**config.mk**
```make
export PLATFORM = sky130hd
export DESIGN_NAME = alu_share_arbiter
export DESIGN_NICKNAME = d
export VERILOG_FILES = /design/src/rtl/alu_share_arbiter.sv
export SDC_FILE = /design/constraint.sdc
export NUM_CORES = 1
export LEC_CHECK = 0
export CAP_MARGIN = 40
export CORE_AREA = 2 2 108 110
export DETAILED_ROUTE_END_ITERATION = 7
export DIE_AREA = 0 0 110 112
export GPL_TIMING_DRIVEN = 1
export PLACE_DENSITY = 0.65
export SYNTH_ARGS = -nofsm -noshare
export SYNTH_HDL_FRONTEND = slang
export SYNTH_SLANG_ARGS = --single-unit
```
**constraint.sdc**
```tcl
create_clock -name clk -period 2 [get_ports clk]
set_input_delay 0.4 -clock clk [delete_from_list [all_inputs] [get_ports clk]]
set_output_delay 0.4 -clock clk [all_outputs]
set_load 0.01 [all_outputs]
```
**src/rtl/alu_share_arbiter.sv**
```systemverilog
// Round-robin arbiter sharing one external combinational RV32I ALU between
// NUM_REQ requesters. The winning request drives the ALU in the cycle it is
// accepted. The result lands in a single-entry response register that is
// returned with the requester ID under a valid/ready handshake.

package alu_share_pkg;
  typedef logic [31:0] word_t;

  typedef enum logic [3:0] {
    ALU_ADD  = 4'd0,
    ALU_SUB  = 4'd1,
    ALU_SLL  = 4'd2,
    ALU_SLT  = 4'd3,
    ALU_SLTU = 4'd4,
    ALU_XOR  = 4'd5,
    ALU_SRL  = 4'd6,
    ALU_SRA  = 4'd7,
    ALU_OR   = 4'd8,
    ALU_AND  = 4'd9
  } alu_op_t;
endpackage

module alu_share_arbiter
  import alu_share_pkg::*;
#(
  parameter int NUM_REQ = 2,
  parameter int ID_W    = (NUM_REQ > 1) ? $clog2(NUM_REQ) : 1
) (
  input  logic               clk,
  input  logic               rst_n,
  input  logic [NUM_REQ-1:0] req_valid,
  output logic [NUM_REQ-1:0] req_ready,
  input  alu_op_t            req_alu_op [NUM_REQ],
  input  word_t              req_in_a   [NUM_REQ],
  input  word_t              req_in_b   [NUM_REQ],
  output alu_op_t            alu_op,
  output word_t              alu_in_a,
  output word_t              alu_in_b,
  input  word_t              alu_result,
  input  logic               alu_zero,
  output logic               rsp_valid,
  input  logic               rsp_ready,
  output logic [ID_W-1:0]    rsp_id,
  output word_t              rsp_result,
  output logic               rsp_zero
);

  // The response register is either holding a result or not.
  typedef enum logic {
    EMPTY = 1'b0,
    FULL  = 1'b1
  } state_t;

  state_t          state_q;
  state_t          state_d;
  logic [ID_W-1:0] rr_ptr;
  logic [ID_W-1:0] next_ptr;
  logic [ID_W-1:0] grant_idx;
  logic            grant_found;
  logic            can_accept;
  logic            accept;
  logic [ID_W:0]   scan_sum;
  logic [ID_W-1:0] scan_idx;

  assign rsp_valid  = (state_q == FULL);
  // A result can be taken whenever the slot is empty or is draining this cycle.
  assign can_accept = !rsp_valid || rsp_ready;
  assign accept     = can_accept && grant_found;

  // Round-robin scan starting at rr_ptr; the first valid index wins.
  // grant_idx falls back to rr_ptr so the ALU inputs stay defined when idle.
  always_comb begin
    // NOTE: every always_comb output gets a default before any conditional
    // assignment; a path that leaves one unassigned infers a latch.
    grant_found = 1'b0;
    grant_idx   = rr_ptr;
    scan_sum    = '0;
    scan_idx    = '0;
    for (int i = 0; i < NUM_REQ; i++) begin
      scan_sum = {1'b0, rr_ptr} + (ID_W+1)'(i);
      if (scan_sum >= (ID_W+1)'(NUM_REQ)) begin
        scan_sum = scan_sum - (ID_W+1)'(NUM_REQ);
      end
      scan_idx = scan_sum[ID_W-1:0];
      if (!grant_found && req_valid[scan_idx]) begin
        grant_found = 1'b1;
        grant_idx   = scan_idx;
      end
    end
  end

  // One-hot acceptance towards the winner, only when the response slot frees.
  always_comb begin
    req_ready = '0;
    if (accept) begin
      req_ready[grant_idx] = 1'b1;
    end
  end

  // The ALU always sees the winner, or requester rr_ptr when nobody is valid.
  always_comb begin
    alu_op   = req_alu_op[grant_idx];
    alu_in_a = req_in_a[grant_idx];
    alu_in_b = req_in_b[grant_idx];
  end

  // Priority pointer moves to the requester after the winner, wrapping to 0.
  always_comb begin
    next_ptr = (grant_idx == ID_W'(NUM_REQ - 1)) ? '0 : grant_idx + ID_W'(1);
  end

  // Response slot occupancy: fill on accept, empty on drain without accept.
  always_comb begin
    state_d = state_q;
    case (state_q)
      EMPTY:   if (accept) state_d = FULL;
      FULL:    if (!accept && rsp_ready) state_d = EMPTY;
      default: state_d = EMPTY;
    endcase
  end

  // State register for the response slot.
  always_ff @(posedge clk or negedge rst_n) begin
    // NOTE: registers are written with non-blocking assignments so every
    // flop samples pre-edge values regardless of process ordering.
    if (!rst_n) begin
      state_q <= EMPTY;
    end else begin
      state_q <= state_d;
    end
  end

  // Capture the ALU outputs and requester ID on accept; hold them otherwise.
  always_ff @(posedge clk or negedge rst_n) begin
    if (!rst_n) begin
      rr_ptr     <= '0;
      rsp_id     <= '0;
      rsp_result <= '0;
      rsp_zero   <= 1'b0;
    end else if (accept) begin
      rr_ptr     <= next_ptr;
      rsp_id     <= grant_idx;
      rsp_result <= alu_result;
      rsp_zero   <= alu_zero;
    end
  end

endmodule

```
Word-level counts from Yosys, hierarchy flattened
Index checks and enable logic that the tools add are counted.
- register bits after elaboration: 36
- input bits: 174
- logic and storage cells: 52
- add/sub/neg operators: 4
- magnitude comparators: 7
- muxes and demuxes: 26
- bitwise gates (word level): 2
- reduce and logical (&&, ||, !) cells: 8
- operators by type and width (cell ; count):
    $mux 32 ; 6
    $mux 1 ; 14
    $mux 4 ; 3
    $lt 1x2->1 const B ; 3
    $ge 2x2->1 const B ; 2
    $logic_and 1x1->1 ; 4
    $logic_not 1->1 ; 3
    $add 1x1->2 const B ; 1
    $ge 1x2->1 const B ; 1
    $mux 2 ; 1
    $not 1->2 ; 1
    $pmux 1 s2 ; 1
    $sub 1x1->1 const B ; 2
    $add 1x1->1 const B ; 1
    $demux 1 s1 ; 1
    $ge 1x1->1 const B ; 1
    $logic_or 1x1->1 ; 1
    $not 1->1 ; 1

Longest topological paths before layout
Gate-level depths: netlist of the first run.
- word-level depth: 13
- depth in mapped cells: 5

Least setup slack after synthesis of the first run
No wires, ideal clock.
- kind: reg2out
- start point: register rr_ptr
- end point: output port alu_in_a[18]
- arrival time: 1.266 ns
- required time: 1.600 ns
- slack: 0.334 ns
- stages on the path, launching flop included: 6
- buffers on the path: 2
- cells stage by stage: dfrtp_1 nor2_2 o21ai_4 buf_6 buf_6 mux2_1
- longest elaborated chain between the ends: 12
- RTL lines (item ; RTL line ; source):
    start, declared ; 56 ; logic [ID_W-1:0] rr_ptr;
    start signal, assigned ; 141 ; rr_ptr <= next_ptr;
    $ge 1x2->1 / $sub 1x1->1 (equally long branches) ; 81, 82 ;
    $mux 1 ; 81 ; if (scan_sum >= (ID_W+1)'(NUM_REQ)) begin
    $mux 1 (not written as such) (2 in a row) ; 85 ; if (!grant_found && req_valid[scan_idx]) begin
    $mux 1 ; 85 ;
    $logic_not 1->1 ; 85 ;
    $logic_and 1x1->1 ; 85 ;
    $mux 1 (*) ; 85 ;
    $not 1->2 (not written as such) (*) ; 103 ; alu_in_a = req_in_a[grant_idx];
    $mux 32 (not written as such) (*) (3 in a row) ; 103 ;
    end, declared ; 37 ; output word_t alu_in_a,
Mark *: on every way between the ends. The rest lies on a longest branch, timed or not. The select of a mux whose other input is x is not followed.

Worst setup path in the final report of the first run
- start point: register rr_ptr
- end point: output port alu_in_b[6]
- longest elaborated chain between the ends: 12
- RTL lines (item ; RTL line ; source):
    $ge 1x2->1 / $sub 1x1->1 (equally long branches) ; 81, 82 ;
    $mux 1 ; 81 ;
    $mux 1 (not written as such) (2 in a row) ; 85 ;
    $mux 1 ; 85 ;
    $logic_not 1->1 ; 85 ;
    $logic_and 1x1->1 ; 85 ;
    $mux 1 (*) ; 85 ;
    $not 1->2 (not written as such) (*) ; 104 ; alu_in_b = req_in_b[grant_idx];
    $mux 32 (not written as such) (*) (3 in a row) ; 104 ;
    end, declared ; 38 ; output word_t alu_in_b,
Marked as above.

==> results of run 1 <==
logic make-up (layout without fill, tap and decap cells):
kind of cell	count (synthesis)	count (layout)	synth area share
muxes	101	101	0.511
DFF	36	36	0.404
buffers and inverters	12	325	0.0477
and+or+nand+nor	8	8	0.0169
AOI/OAI and AO/OA	6	6	0.0202
sequential cells by signal, summed over array words and instances (netlist names):
| register | flops |
|---|---|
| rsp_id | 1 |
| rsp_zero | 1 |
| rsp_result | 32 |
| rsp_valid | 1 |
| rr_ptr | 1 |
stage by stage:
step | utilization | std cells | setup slack, ns
floorplan | - | 163 | 0.334
global placement | 0.469 | 586 | -0.735
detailed placement | 0.469 | 586 | -0.764
CTS | 0.536 | 613 | -0.186
global route | 0.543 | 619 | -0.201
finish | 0.543 | 619 | -0.141
layer usage:
metal  GRT usage  vias to the layer above
li1            -                     1218
met1       0.173                     1244
met2       0.331                      134
met3      0.0480                        8
met4      0.0371                        0
met5           0                        -
worst max path at each step:
| stage | startpoint | endpoint | slack, ns | cells after the start |
|---|---|---|---|---|
| 6_report | rr_ptr$_DFFE_PN0P_ | alu_in_b[6] | -0.14 | 7 |
| 5_1_grt | rr_ptr$_DFFE_PN0P_ | alu_in_b[6] | -0.20 | 7 |
| 4_1_cts | rr_ptr$_DFFE_PN0P_ | alu_in_a[10] | -0.19 | 7 |
| 3_5_place_dp | req_valid[1] | alu_in_a[0] | -0.76 | 7 |
| 3_3_place_gp | req_valid[1] | alu_in_a[0] | -0.74 | 7 |
| 2_1_floorplan | rr_ptr$_DFFE_PN0P_ | alu_in_a[18] | 0.33 | 5 |
cell usage in the layout, fill, tap and decap left out, types with 2 or more instances in the layout:
cell,netlist,routed
buf_4,4,15
clkdlybuf4s50_1,0,206
nor2_1,2,2
buf_8,0,6
nand2_1,3,3
mux2_4,0,64
mux2_2,81,34
buf_2,1,2
a21oi_1,3,3
clkbuf_16,0,5
dfrtp_1,36,36
mux2_1,20,3
buf_12,0,6
dlygate4sd2_1,0,4
buf_6,6,73
buf_16,0,4
repair_timing:
action | 4_1_cts | 5_1_grt
gates cloned | 4 | 0
endpoints found under the setup margin | 70 | 70
pin swaps | 2 | 2
resized for setup | 433 | 8
buffers inserted | 15 | 6
worst max-delay path, delay by kind of cell, from the launching register on:
family / cells / cell delay, ns
flip-flops: 1 / 0.40
buffers and inverters: 4 / 0.53
multiplexers: 1 / 0.31
AO/OA/AOI/OAI: 1 / 0.08
AND/OR/NAND/NOR: 1 / 0.13
final cells by class:
cell class / instances / area [sq um]
Tap cell: 143 / 179
Timing Repair Buffer: 316 / 3360
Clock inverter: 2 / 13.8
Clock buffer: 6 / 139
Inverter: 1 / 3.75
Multi-Input combinational cell: 115 / 1470
Fill cell: 953 / 5110
Sequential cell: 36 / 901
power by group through the flow:
stage	Sequential [mW]	Clock (mW)	Combinational (mW)
2_1_floorplan	0.944	0	0.574
3_5_place_dp	0.901	0	1.65
4_1_cts	0.886	0.824	2.08
6_report	0.884	0.797	2.11
5_1_grt	0.899	0.853	2.23
3_3_place_gp	0.895	0	1.64
==> run metrics, run 1 <==
Worst-path clk slew=0.06 ns; Sink Count=36; Largest stage delay, worst path=0.40 ns; part of the power in registers=0.233; Clk network pwr share=0.210; Worst Tran Pin Value=0.469 ns; Post-synth top cells=mux2_2, dfrtp_1, mux2_1, buf_6, buf_4; final setup vio count=67; Final period util=1.07; CP Capture Type=primary output; Power Dens Cells=626 mW/mm^2; core area=0.0112 sq mm; Avg Cell Area, Syn=13.7 sq um; CP required=1.60 ns; Worst EP arrival=1.74 ns; R2R Setup Slk=0.62 ns; top routing layer used=met4; synthesized net count=337; sequential area share after synthesis=0.404; Detailed Place HPWL=8.58 mm; wl on met1=3.66 mm; Async S/R FF share, synth=1.00; Layout area overhead=172%; die area=0.0123 sq mm; Post-Syn Instances=163; slew margin rel.=0.686; Worst Setup Start Kind=flip-flop; register bit count reported by yosys=36; unrepaired setup endpoints after global routing=yes; max-slew violations=0; Final Hold Viols=0; P_sw=1.03 mW; count leader, synth=mux2_2; DRC viols=0; highest-delay cell along the critical path=dfrtp_1; Final WS setup=-0.141 ns; die height=112 microns; Post-Layout Inst Area=0.00607 sq mm; critical path type=flip-flop to primary output; top_reg_cell synth=dfrtp_1; Clock Skews=0.00481 ns; Hold Path Class=input port to asynchronous set/reset pin; Synth top area share=0.410; WHS=0.442 ns; vias in the first global route=2845; post-synth top area cell=mux2_2; VDD IR max=0.000472 V; Reg2Reg Capture Point=rsp_result[0]$_DFFE_PN0P_; first-pass GRT wire length=15.8 mm; Switching Fraction=0.272; antenna violations before repair=0; setup TNS=-6.90 ns; Ports=279; Iter 0 DRT Violations=67; 1st-pass router iterations=2; Placed Instance Area=0.00525 sq mm; Clock Path Buffers=2; Max Freq=467 MHz; FP Rows=39; fin nets=649; H-tree lvl count=2; number of port buffers=278; Tmin final=2.14 ns; drt total wl=11.1 mm; logic gate share of total power=0.557; GRT Util Overall=0.170; status=complete, but fails checks; grt ovf=0; Tot Pwr=3.79 mW; Via density=4.21; Worst-Skew Late Latency=0.28 ns; failing checks=negative setup slack; post-synth cell types=16; Die Span X=110 microns; # Max-Cap Violations=0; LEAKAGE=2.73 nW; CTS root buffer=clkbuf_16; starting density of the core=0.199; largest net degree at the start of global routing=34; Int Pwr=2.76 mW; R2R depth=4; hold_buf cts=0; drt wl/cell=17.9 microns; CTS Buf Count=5; Post-synth EDFFs=0; antenna-violating nets left=0; TritonCTS clock tree=yes; Vias=2604; # diodes=0; share of cells above drive strength 1=0.452; GPL Wtd Cong=0.785; Synth warnings=0; worst reg2reg path startpoint=rsp_valid$_DFF_PN0_; Synth area leaders=mux2_2, dfrtp_1, mux2_1; Cell Area, Synth=0.00223 sq mm; met2 wire length=6.22 mm; met3 routed WL=1.05 mm; CP Cell Sequence=nand2_1 -> o21ai_4 -> buf_12 -> buf_8 -> buf_4 -> mux2_4 -> buf_6; Max Fanout on Critical Path=7
Note: power is estimated with default switching activity, not from simulation.
==> run 2, diff against run 1 <==
PLACE_DENSITY = 0.77   (was 0.65)
==> run 2 against run 1 <==
Compared with the run above:
- the run still ends with negative setup slack left
- count of clock-buffer cells in the layout up 1
- via count shrank 0.58%
- design area shrank 2.1%
- sequential power is 0.6% higher
- total power decreased by 1.7%
- combinational power shrank 2%
- global-route usage fell by 0.90 points
- non-clock buffer count is 14 lower
- register-to-register slack worse by 0.13 ns
- core utilization down 1.1 points
- clock power decreased by 2%
==> run metrics, run 2 (synthesized netlist as in run 1, its figures left out) <==
status=complete, but fails checks (unchanged); failing checks=negative setup slack (unchanged); first-pass GRT wire length=15.2 mm (was 15.8 mm); part of the power in registers=0.238 (was 0.233); starting density of the core=0.199 (unchanged); 1st-pass router iterations=4 (was 2); drt total wl=11.1 mm (about the same); antenna-violating nets left=0 (unchanged); Worst Tran Pin Value=0.834 ns (was 0.469 ns); unrepaired setup endpoints after global routing=yes (unchanged); VDD IR max=0.000588 V (was 0.000472 V); Largest stage delay, worst path=0.41 ns (was 0.40 ns); Layout area overhead=167% (was 172%); CTS Buf Count=5 (unchanged); Max Freq=469 MHz (was 467 MHz); Clock Path Buffers=2 (unchanged); Vias=2589 (was 2604); P_sw=1.02 mW (was 1.03 mW); highest-delay cell along the critical path=dfrtp_1 (unchanged); GRT Util Overall=0.161 (was 0.170); Sink Count=36 (unchanged); Final WS setup=-0.130 ns (was -0.141 ns); largest net degree at the start of global routing=37 (was 34); drt wl/cell=18.4 microns (was 17.9 microns); final setup vio count=66 (was 67); most frequent cells in the layout=clkdlybuf4s50_1, buf_6, mux2_4 (unchanged); GPL Wtd Cong=0.848 (was 0.785); Power Dens Cells=628 mW/mm^2 (was 626 mW/mm^2); Iter 0 DRT Violations=46 (was 67); Worst-Skew Late Latency=0.27 ns (was 0.28 ns); number of port buffers=278 (unchanged); Biggest register=rsp_result (unchanged); grt ovf=0 (unchanged); Detailed Place HPWL=8.16 mm (was 8.58 mm); Final period util=1.07 (about the same); Hold Path Class=input port to asynchronous set/reset pin (unchanged); TritonCTS clock tree=yes (unchanged); multi-input logic area=0.00147 sq mm (about the same); CP Cell Sequence=nor2_2 -> o21ai_4 -> buf_12 -> buf_8 -> buf_16 -> mux2_4 -> buf_6 (was nand2_1 -> o21ai_4 -> buf_12 -> buf_8 -> buf_4 -> mux2_4 -> buf_6); Worst Setup Start Kind=flip-flop (unchanged); slew margin rel.=0.444 (was 0.686); WHS=0.226 ns (was 0.442 ns); critical path type=flip-flop to primary output (unchanged); Tmin final=2.13 ns (was 2.14 ns); Worst EP arrival=1.73 ns (was 1.74 ns); CTS root buffer=clkbuf_16 (unchanged); Filler Cell Count=975 (was 953); Ports=279 (unchanged); most common cell after layout, fill and taps aside=clkdlybuf4s50_1 (unchanged); Clk network pwr share=0.210 (about the same); CP required=1.60 ns (about the same); # Max-Cap Violations=0 (unchanged); Via density=4.27 (was 4.21); logic gate share of total power=0.552 (was 0.557); max-slew violations=0 (unchanged); Final Hold Viols=0 (unchanged); share of cells above drive strength 1=0.442 (was 0.452); H-tree lvl count=2 (unchanged); fin nets=635 (was 649); die area=0.0123 sq mm (unchanged); Max Fanout on Critical Path=8 (was 7); LEAKAGE=2.65 nW (was 2.73 nW); Die Span X=110 microns (unchanged); DRC viols=0 (unchanged); die height=112 microns (unchanged); Clock Skews=0.00291 ns (was 0.00481 ns); max FFs per register=32 (unchanged); register area=901 sq um (unchanged); CP Capture Type=primary output (unchanged); vias in the first global route=2872 (was 2845); fin util=0.532 (was 0.543); core area=0.0112 sq mm (unchanged); Switching Fraction=0.274 (was 0.272); Int Pwr=2.71 mW (was 2.76 mW); FP Rows=39 (unchanged); Worst-path clk slew=0.06 ns (about the same); antenna violations before repair=1 (was 0)
run 2: changes by cell type in the layout (fill, tap and decap cells not counted), sizes merged:
cell	change
buf	-15
clkbuf	+4
clkdlybuf4s15	+1
clkdlybuf4s50	-1
clkinv	-1
clkinvlp	+1
diode	+1
dlygate4sd2	-2
inv	-1
run 2: stage by stage:
step	std cells	power, mW	TNS [ns]	area [sq um]	setup WS [ns]
after global placement	582	2.49	-47.97	5190	-0.756
after global routing	605	3.91	-10.54	5940	-0.194
final	606	3.73	-5.95	5940	-0.130
after CTS	606	3.64	-12.22	5750	-0.272
after detailed placement	582	2.51	-50.49	5190	-0.773
after floorplan	163	1.52	0	2230	0.334
run 2: power by group through the flow:
| stage | Sequential [mW] | Clock [mW] | Combinational (mW) |
|---|---|---|---|
| 2_1_floorplan | 0.944 | 0 | 0.574 |
| 3_3_place_gp | 0.893 | 0 | 1.59 |
| 3_5_place_dp | 0.901 | 0 | 1.61 |
| 4_1_cts | 0.890 | 0.814 | 1.94 |
| 5_1_grt | 0.903 | 0.843 | 2.16 |
| 6_report | 0.889 | 0.782 | 2.06 |
run 2: worst paths after layout:
kind                                      from                    endpoint  slack (ns)  cells after the start
max                         rr_ptr$_DFFE_PN0P_                alu_in_b[16]       -0.13                      7
min                                      rst_n  rsp_result[30]$_DFFE_PN0P_        0.23                      1
max reg2reg                rsp_valid$_DFF_PN0_  rsp_result[20]$_DFFE_PN0P_        0.49                      5
min reg2reg                 rsp_id$_DFFE_PN0P_          rsp_id$_DFFE_PN0P_        0.49                      2
max in group asynchronous                rst_n   rsp_result[2]$_DFFE_PN0P_        1.25                      1
min in group clk            rsp_id$_DFFE_PN0P_          rsp_id$_DFFE_PN0P_        0.49                      2
run 2: layer usage:
metal | share of wire | global-route usage
met5 | 0 | 0
met4 | 0.019 | 0.0405
met3 | 0.10 | 0.0574
met2 | 0.53 | 0.304
met1 | 0.35 | 0.162
run 2: final cells by class:
cell class | instances | area share
Timing Repair Buffer | 302 | 0.544
Multi-Input combinational cell | 115 | 0.248
Sequential cell | 36 | 0.152
Tap cell | 143 | 0.0301
Clock buffer | 7 | 0.0240
Clock inverter | 1 | 0.00126
Inverter | 1 | 0.000632
Antenna cell | 1 | 0.000421
run 2: timing repair:
action                     4_1_cts  5_1_grt
setup buffers                   10        1
setup endpoints to repair       70       69
pin swaps                        2        2
hold buffers                     0        0
cloned                           6        2
gates resized for setup        361       70
run 2: worst max-delay path, delay by kind of cell, from the launching register on:
kind / cells / cell delay (ns)
AND/OR/NAND/NOR: 1 / 0.14
buffers and inverters: 4 / 0.52
flip-flops: 1 / 0.41
AO/OA/AOI/OAI: 1 / 0.08
multiplexers: 1 / 0.31
==> run 3, diff against run 2 <==
==> constraint.sdc (replaced) <==
create_clock -name clk -period 2 [get_ports clk]
set_input_delay 0.6 -clock clk [delete_from_list [all_inputs] [get_ports clk]]
set_output_delay 0.6 -clock clk [all_outputs]
set_load 0.01 [all_outputs]
==> run 3 against run 2 <==
Compared with the run above:
- the run still ends with negative setup slack left
- global-route usage grew 0.16 points
- critical path depth up 2
- flip-flop and latch count stayed put
- routed wire length shrank 3.0%
- clock skew rose by 0.00064 ns
- non-clock buffer count up 11
- fmax shrank 13%
- worst hold slack improved by 0.13 ns
- largest power group unchanged
==> run metrics, run 3 (synthesized netlist as in run 1, its figures left out) <==
status=complete, but fails checks (unchanged); failing checks=negative setup slack (unchanged); antenna violations before repair=1 (unchanged); Die Span X=110 microns (unchanged); Vias=2602 (was 2589); slew margin rel.=0.702 (was 0.444); Finished Layout Cells=616 (was 606); drt wl/cell=17.5 microns (was 18.4 microns); die height=112 microns (unchanged); Tmin final=2.46 ns (was 2.13 ns); worst reg2reg path startpoint=rsp_valid$_DFF_PN0_ (unchanged); Worst-path clk slew=0.05 ns (was 0.06 ns); fin nets=646 (was 635); Iter 0 DRT Violations=65 (was 46); # Max-Cap Violations=0 (unchanged); TritonCTS clock tree=yes (unchanged); die area=0.0123 sq mm (unchanged); Final WS setup=-0.456 ns (was -0.130 ns); unrepaired setup endpoints after global routing=yes (unchanged); CP Cell Sequence=buf_6 -> nor2_4 -> o21ai_4 -> buf_12 -> buf_12 -> buf_12 -> buf_12 -> mux2_4 -> buf_6 (was nor2_2 -> o21ai_4 -> buf_12 -> buf_8 -> buf_16 -> mux2_4 -> buf_6); CP required=1.40 ns (was 1.60 ns); Clock Path Buffers=2 (unchanged); Biggest register=rsp_result (unchanged); most frequent cells in the layout=clkdlybuf4s50_1, buf_6, mux2_2 (was clkdlybuf4s50_1, buf_6, mux2_4); starting density of the core=0.199 (unchanged); largest net degree at the start of global routing=37 (unchanged); DRC viols=0 (unchanged); drt total wl=10.8 mm (was 11.1 mm); GRT Util Overall=0.162 (was 0.161); Sink Count=36 (unchanged); most common cell after layout, fill and taps aside=clkdlybuf4s50_1 (unchanged); crit-path most repeated cell=buf_12; dpl cells=594 (was 582); final setup vio count=68 (was 66); CP Capture Type=primary output (unchanged); multi-input logic area=0.00143 sq mm (was 0.00147 sq mm); H-tree lvl count=2 (unchanged); Final period util=1.23 (was 1.07); share of cells above drive strength 1=0.470 (was 0.442); CP delay by family, top=buffers and inverters (unchanged); core area=0.0112 sq mm (unchanged); critical path type=input port to primary output (was flip-flop to primary output); hold_buf cts=0 (unchanged); Final Hold Viols=0 (unchanged); Worst Setup Start Kind=input port (was flip-flop); first-pass GRT wire length=15.2 mm (about the same); Worst-Skew Late Latency=0.27 ns (about the same); max-slew violations=0 (unchanged); Largest stage delay, worst path=0.30 ns (was 0.41 ns); Tot Pwr=3.62 mW (was 3.73 mW); FP Rows=39 (unchanged); worst path buffer plus inverter count=6 (was 4); Ports=279 (unchanged); max FFs per register=32 (unchanged); grt ovf=0 (unchanged); CTS root buffer=clkbuf_16 (unchanged); Worst Tran Pin Value=0.447 ns (was 0.834 ns); Clock Skews=0.00355 ns (was 0.00291 ns); VDD IR max=0.000554 V (was 0.000588 V); GPL Wtd Cong=0.802 (was 0.848); 1st-pass router iterations=4 (unchanged); Worst EP arrival=1.86 ns (was 1.73 ns); register area=902 sq um (was 901 sq um); vias in the first global route=2853 (was 2872); antenna-violating nets left=0 (unchanged); number of port buffers=278 (unchanged); Via density=4.22 (was 4.27); Max Freq=407 MHz (was 469 MHz); highest-delay cell along the critical path=mux2_4 (was dfrtp_1); Hold Path Class=input port to asynchronous set/reset pin (unchanged); crit path from=req_valid[1] (was rr_ptr$_DFFE_PN0P_); LEAKAGE=2.60 nW (was 2.65 nW); Max Fanout on Critical Path=8 (unchanged); Power Dens Cells=616 mW/mm^2 (was 628 mW/mm^2); Filler Cell Count=937 (was 975); Detailed Place HPWL=8.92 mm (was 8.16 mm); Layout area overhead=164% (was 167%); DP Worst Slack=-1.24 ns (was -0.773 ns); CTS Buf Count=5 (unchanged)
[run 3: changes by cell type in the layout (fill, tap and decap cells not counted), moves of 2 or more]
cell and delta:
mux2_4 -17, buf_2 +14, buf_12 +2, mux2_2 +18
buf_6 -9, buf_4 +7, clkbuf_16 -2
[run 3: worst paths after layout]
kind                                                   end  slack [ns]  cells after the start
worst max-delay path                          alu_in_b[20]       -0.46                      9
worst min-delay path                  rsp_zero$_DFFE_PN0P_        0.36                      2
worst max register to register  rsp_result[14]$_DFFE_PN0P_        0.32                      7
worst min register to register  rsp_result[10]$_DFFE_PN0P_        0.50                      1
max in group asynchronous               rr_ptr$_DFFE_PN0P_        1.30                      2
min in group clk                rsp_result[10]$_DFFE_PN0P_        0.50                      1
[run 3: per-stage QoR]
step	setup TNS [ns]	util	cell area [sq um]	hold slack, ns
floorplan	-0.896	-	2310	0.304
global placement	-86.75	0.480	5370	0.490
detailed placement	-90.20	0.480	5370	0.495
CTS	-24.28	0.520	5810	0.370
global route	-26.52	0.526	5880	0.392
finish	-24.23	0.526	5880	0.357
[run 3: repair_timing]
| action | 4_1_cts | 5_1_grt |
|---|---|---|
| setup buffers | 8 | 5 |
| gates cloned | 3 | 0 |
| endpoints found under the hold margin | 0 | 0 |
| endpoints found under the setup margin | 70 | 69 |
| gates resized for setup | 379 | 24 |
| pin swaps | 2 | 0 |
[run 3: routing by layer]
| layer | up-vias | routed length [microns] | track usage |
|---|---|---|---|
| met4 | 0 | 325 | 0.0633 |
| met1 | 1221 | 3670 | 0.171 |
| met2 | 148 | 5620 | 0.293 |
| li1 | 1214 | - | - |
| met5 | - | 0 | 0 |
| met3 | 19 | 1180 | 0.0509 |
[run 3: cell type report]
class | count | area share
diodes | 1 | 0.000426
clock buffers | 6 | 0.0219
clock inverters | 1 | 0.000851
inverters | 1 | 0.000639
multi-input cells | 115 | 0.242
flip-flops and latches | 36 | 0.153
well taps | 143 | 0.0304
repair buffers | 313 | 0.550
[run 3: power by group]
group,leakage (nW),switching (mW),internal [mW],total (mW)
logic,2.12,0.656,1.35,2.00
registers,0.417,0.0589,0.833,0.892
clock network,0.0667,0.272,0.452,0.724
==> patch 1, RTL diff (config.mk and constraints of run 1) <==
Set the parameter `NUM_REQ` to 1 (it was 2).
--- a/src/rtl/alu_share_arbiter.sv
+++ b/src/rtl/alu_share_arbiter.sv
@@ -23,7 +23,7 @@
 module alu_share_arbiter
   import alu_share_pkg::*;
 #(
-  parameter int NUM_REQ = 2,
+  parameter int NUM_REQ = 1,
   parameter int ID_W    = (NUM_REQ > 1) ? $clog2(NUM_REQ) : 1
 ) (
   input  logic               clk,
Interface: changed (5 resized); port bits go from 279 to 209. The function was not compared with the original's and may differ.
==> patch 1 against run 1 <==
  * Worst setup slack gained 400 ps
  * Fmax grew 23%
  * Synthesized area fell by 14%
  * Sequential cell count down 2
  * Routed wire length down 68%
  * Critical endpoint is now req_ready
  * Hold slack got worse by 240 ps
  * Final area is 60% lower
  * Utilization is 33 points lower
  * Critical path type is now input port to output port
Power is not compared: it rests on default switching activity, and its combinational part moved more than twofold at a synthesized area within 25%.
==> patch 1: results (changes against run 1) <==
| Metric | Value |
|---|---|
| Cells after Synth | 144 (was 163) |
| CTS resizes | 1 (was 433) |
| GR met3 Demand/Resource | 0.0345 (was 0.0480) |
| Reg2Reg Depth | 5 (was 4) |
| Layout Nets | 257 (was 649) |
| Multi-input gates | 37 (was 115) |
| Syn nets | 249 (was 337) |
| Outcome | completed (was complete, but fails checks) |
| Worst reg2reg endpoint | rsp_result[2]$_DFFE_PN0P_ (was rsp_result[0]$_DFFE_PN0P_) |
| Non-clk buf share | 0.301 (was 0.554) |
| Hpwl dp | 2590 um (was 8580 um) |
| Seq/total area | 0.350 (was 0.149) |
| # placed instances | 288 (was 586) |
| RePlAce Congestion | 0.629 (was 0.785) |
| Via count | 951 (was 2604) |
| Share of layout cells above drive strength 1 | 0.294 (was 0.452) |
| Pin count of the biggest net entering global routing | 35 (was 34) |
| Register area share after synthesis | 0.443 (was 0.404) |
| Slowest stage delay, CP | 460 ps (was 400 ps) |
| Routed met3 length | 477 um (was 1050 um) |
| CP Max Fanout | 2 (was 7) |
| Routed length on met1 | 1420 um (was 3660 um) |
| Post-synthesis cell type count | 10 (was 16) |
| Port bufs | 71 (was 278) |
| Multi-input gate share of total cell area | 0.212 (was 0.242) |
| Number of cells in the finished layout apart from fillers | 296 (was 619) |
| Met2 GRT Util | 0.0851 (was 0.331) |
| Clkbuf count | 7 (was 6) |
| Slew HR | 0.474 (was 0.686) |
| First-pass GRT wire length | 5460 um (was 15800 um) |
[patch 1: cell count changes after synthesis, sizes merged, moves of 2 or more]
cell / delta
nor2: -3
dfrtp: -2
buf: +61
mux2: -68
a21oi: -3
nand2: -2
[patch 1: kinds of logic after synthesis]
logic type,synth area share
flops,0.443
buf+inv,0.289
mux,0.250
simple gates,0.0163
other cells,0.00195
[patch 1: worst max path at each step]
stage	to	slack, ps	depth (start not counted)
6_report	req_ready	250	5
5_1_grt	req_ready	190	5
4_1_cts	req_ready	230	5
3_5_place_dp	rsp_result[0]$_DFFE_PN0P_	-60	6
3_3_place_gp	rsp_result[21]$_DFFE_PN0P_	-40	6
2_1_floorplan	req_ready	710	4
[patch 1: per-stage QoR]
stage	hold slack, ps	TNS [ps]	worst slack (ps)
CTS	244	0	231
floorplan	104	0	713
global placement	490	-354	-43.6
detailed placement	494	-474	-57.5
global route	270	0	194
finish	207	0	254
==> patch 2, RTL diff (settings of run 1) <==
Made on the original files. Make the reset (`rst_n`) synchronous in 2 clocked blocks.
--- a/src/rtl/alu_share_arbiter.sv
+++ b/src/rtl/alu_share_arbiter.sv
@@ -120,7 +120,7 @@
   end
 
   // State register for the response slot.
-  always_ff @(posedge clk or negedge rst_n) begin
+  always_ff @(posedge clk) begin
     // NOTE: registers are written with non-blocking assignments so every
     // flop samples pre-edge values regardless of process ordering.
     if (!rst_n) begin
@@ -131,7 +131,7 @@
   end
 
   // Capture the ALU outputs and requester ID on accept; hold them otherwise.
-  always_ff @(posedge clk or negedge rst_n) begin
+  always_ff @(posedge clk) begin
     if (!rst_n) begin
       rr_ptr     <= '0;
       rsp_id     <= '0;
Behaviour: differs if rst_n is asserted again (counterexample within 4 cycles, from zero or initial values and one cycle with rst_n low); with rst_n held inactive, the same outputs for 10 cycles.
==> patch 2 against run 1 <==
  * Routed wire length up 4.7%
  * Synthesized area up 5.1%
  * Sequential power down 9.2%
  * Worst setup slack better by 34 ps
  * Final area down 6.8%
  * Sequential share of layout area down 2.1 points
  * Power down 22%
  * The run still ends with negative setup slack left
  * Sequential cell count unchanged
  * First-iteration DRC count down 39%
  * Clock power down 3.8%
  * Critical path depth down 2
==> patch 2: results (changes against run 1) <==
| Metric | Value |
|---|---|
| Clock H-tree levels | 2 (unchanged) |
| Initial antenna violation count | 1 (was 0) |
| Initial DRC Count | 41 (was 67) |
| Worst hold stages | 2 |
| Root Buffer | clkbuf_16 (unchanged) |
| Leak | 2.44 nW (was 2.73 nW) |
| Clock latency on the worst-skew pair | 280 ps (about the same) |
| Violated checks | negative setup slack (unchanged) |
| Final setup vio count | 57 (was 67) |
| Clock slew at reported path FFs | 50 ps |
| Port bufs | 278 (unchanged) |
| R2R Setup Slk | 760 ps (was 620 ps) |
| Share of layout cells above drive strength 1 | 0.325 (was 0.452) |
| Hold Crit Start | rsp_result[14]$_SDFFE_PN0P_ |
| # fillers | 1093 (was 953) |
| Pin count of the biggest net entering global routing | 39 (was 34) |
| Worst reg2reg endpoint | rsp_result[19]$_SDFFE_PN0P_ (was rsp_result[0]$_DFFE_PN0P_) |
| CP Max Fanout | 7 (unchanged) |
| Syn nets | 412 (was 337) |
| Async S/R FF share, synth | 0 (was 1.00) |
| Final worst slack | -107 ps (was -141 ps) |
| Max-cap violations | 0 (unchanged) |
| Post-route setup TNS | -3880 ps (was -6900 ps) |
| Slew HR | 0.771 (was 0.686) |
| CP delay by family, top | buffers and inverters (unchanged) |
| Final WL | 11600 um (was 11100 um) |
| HP Class | flip-flop to flip-flop (was input port to async pin) |
| RR Startpoint | rsp_valid$_SDFF_PN0_ (was rsp_valid$_DFF_PN0_) |
| CTS buffer count | 5 (unchanged) |
| Layout Nets | 696 (was 649) |
| Final hold slack | 454 ps (was 442 ps) |
| Commonest cells post-synth | 68 x nand2_1, 48 x mux2_2, 36 x dfxtp_1 (was 81 x mux2_2, 36 x dfrtp_1, 20 x mux2_1) |
| Vias per cell | 4.19 (was 4.21) |
| Outcome | complete, but fails checks (unchanged) |
| Ys Warns | 0 (unchanged) |
| Primary FF master, synth | dfxtp_1 (was dfrtp_1) |
| First-pass GRT wire length | 16300 um (was 15800 um) |
| Reg2Reg Depth | 5 (was 4) |
| Largest Register | rsp_result (unchanged) |
| Aggregate global-route resource usage | 0.175 (was 0.170) |
| Net Sw Frac | 0.273 (was 0.272) |
| Slowest stage delay, CP | 360 ps (was 400 ps) |
| Maximum VDD drop | 397 uV (was 472 uV) |
| Slowest CP cell | maj3_4 (was dfrtp_1) |
| Post-synthesis cell type count | 21 (was 16) |
| Max FFs per register | 32 (unchanged) |
| Hpwl dp | 9110 um (was 8580 um) |
| Max Buffers Root-to-Sink | 2 (unchanged) |
| Worst EP arrival | 1710 ps (was 1740 ps) |
| Pre-antenna DRT Iters | 3 (was 2) |
| RePlAce Congestion | 0.813 (was 0.785) |
| Hold Path End | rsp_result[14]$_SDFFE_PN0P_ |
| Ranking of synthesized cells by area | dfxtp_1 31%, mux2_2 23%, mux2i_1 14% (was mux2_2 41%, dfrtp_1 40%, mux2_1 10%) |
| Layout Skew | 8.06 ps (was 4.81 ps) |
| Vias in the first global route | 2995 (was 2845) |
| Register area share after synthesis | 0.308 (was 0.404) |
[patch 2: cell count changes in the layout (fill, tap and decap cells not counted), moves of 9 or more]
| cell | run 1 | this run |
|---|---|---|
| mux2i_1 | 0 | 33 |
| dfrtp_1 | 36 | 0 |
| mux2_2 | 34 | 45 |
| mux2_4 | 64 | 23 |
| dfxtp_1 | 0 | 35 |
| buf_2 | 2 | 11 |
| buf_6 | 73 | 61 |
| nand2_1 | 3 | 68 |
[patch 2: cell type report]
cell class	count	area [um2]	area share
Inverter	2	7.51	0.00133
Tap cell	143	179	0.0317
Multi-Input combinational cell	181	1530	0.270
Clock buffer	6	129	0.0228
Sequential cell	36	722	0.128
Antenna cell	1	2.50	0.000443
Timing Repair Buffer	296	3070	0.543
Clock inverter	2	16.3	0.00288
[patch 2: cell families after synthesis]
kind of cell	Yosys count	share of synthesized area
fa+ha+maj	1	0.00481
buf+inv	21	0.0476
flops	36	0.308
compound gates	7	0.0209
simple gates	72	0.118
mux	101	0.501
[patch 2: worst max-delay path by stage]
stage	startpoint	endpoint	slack, ps	depth (start not counted)
6_report	rr_ptr$_SDFFE_PN0P_	alu_in_b[10]	-110	5
5_1_grt	rr_ptr$_SDFFE_PN0P_	alu_in_b[27]	-150	5
4_1_cts	rr_ptr$_SDFFE_PN0P_	alu_in_b[5]	-190	6
3_5_place_dp	req_valid[0]	alu_in_b[7]	-810	6
3_3_place_gp	req_valid[0]	alu_in_b[7]	-800	6
2_1_floorplan	req_valid[0]	alu_in_a[19]	260	5
[patch 2: power groups by stage]
stage	clock network, W	registers [W]	logic [W]
after floorplan	0	0.000843	0.000456
after global placement	0	0.000815	0.00128
after detailed placement	0	0.000817	0.00128
after CTS	0.000794	0.000802	0.00138
after global routing	0.000836	0.000810	0.00147
final	0.000767	0.000803	0.00138
[patch 2: layer usage]
| layer | part of all wire | track usage | vias to the layer above |
|---|---|---|---|
| li1 | - | - | 1382 |
| met1 | 0.38 | 0.196 | 1251 |
| met5 | 0 | 0 | - |
| met2 | 0.49 | 0.310 | 151 |
| met4 | 0.018 | 0.0456 | 0 |
| met3 | 0.11 | 0.0615 | 12 |
[patch 2: worst min-delay path: stages, from the launching register on]
cell and delay [ps]:
dfxtp_1 300, nand2_1 50, mux2i_1 50
[patch 2: what timing repair did]
action                                  4_1_cts  5_1_grt
resized for setup                           349       23
endpoints found under the setup margin       70       69
cloned                                        4        1
pin swaps                                     1        1
setup buffers                                 4        0
[patch 2: stage by stage]
| stage | instances | setup slack (ps) | cell area (um2) |
|---|---|---|---|
| floorplan | 238 | 256 | 2340 |
| global placement | 652 | -804 | 5310 |
| detailed placement | 652 | -811 | 5310 |
| CTS | 668 | -191 | 5620 |
| global route | 666 | -151 | 5650 |
| finish | 667 | -107 | 5650 |
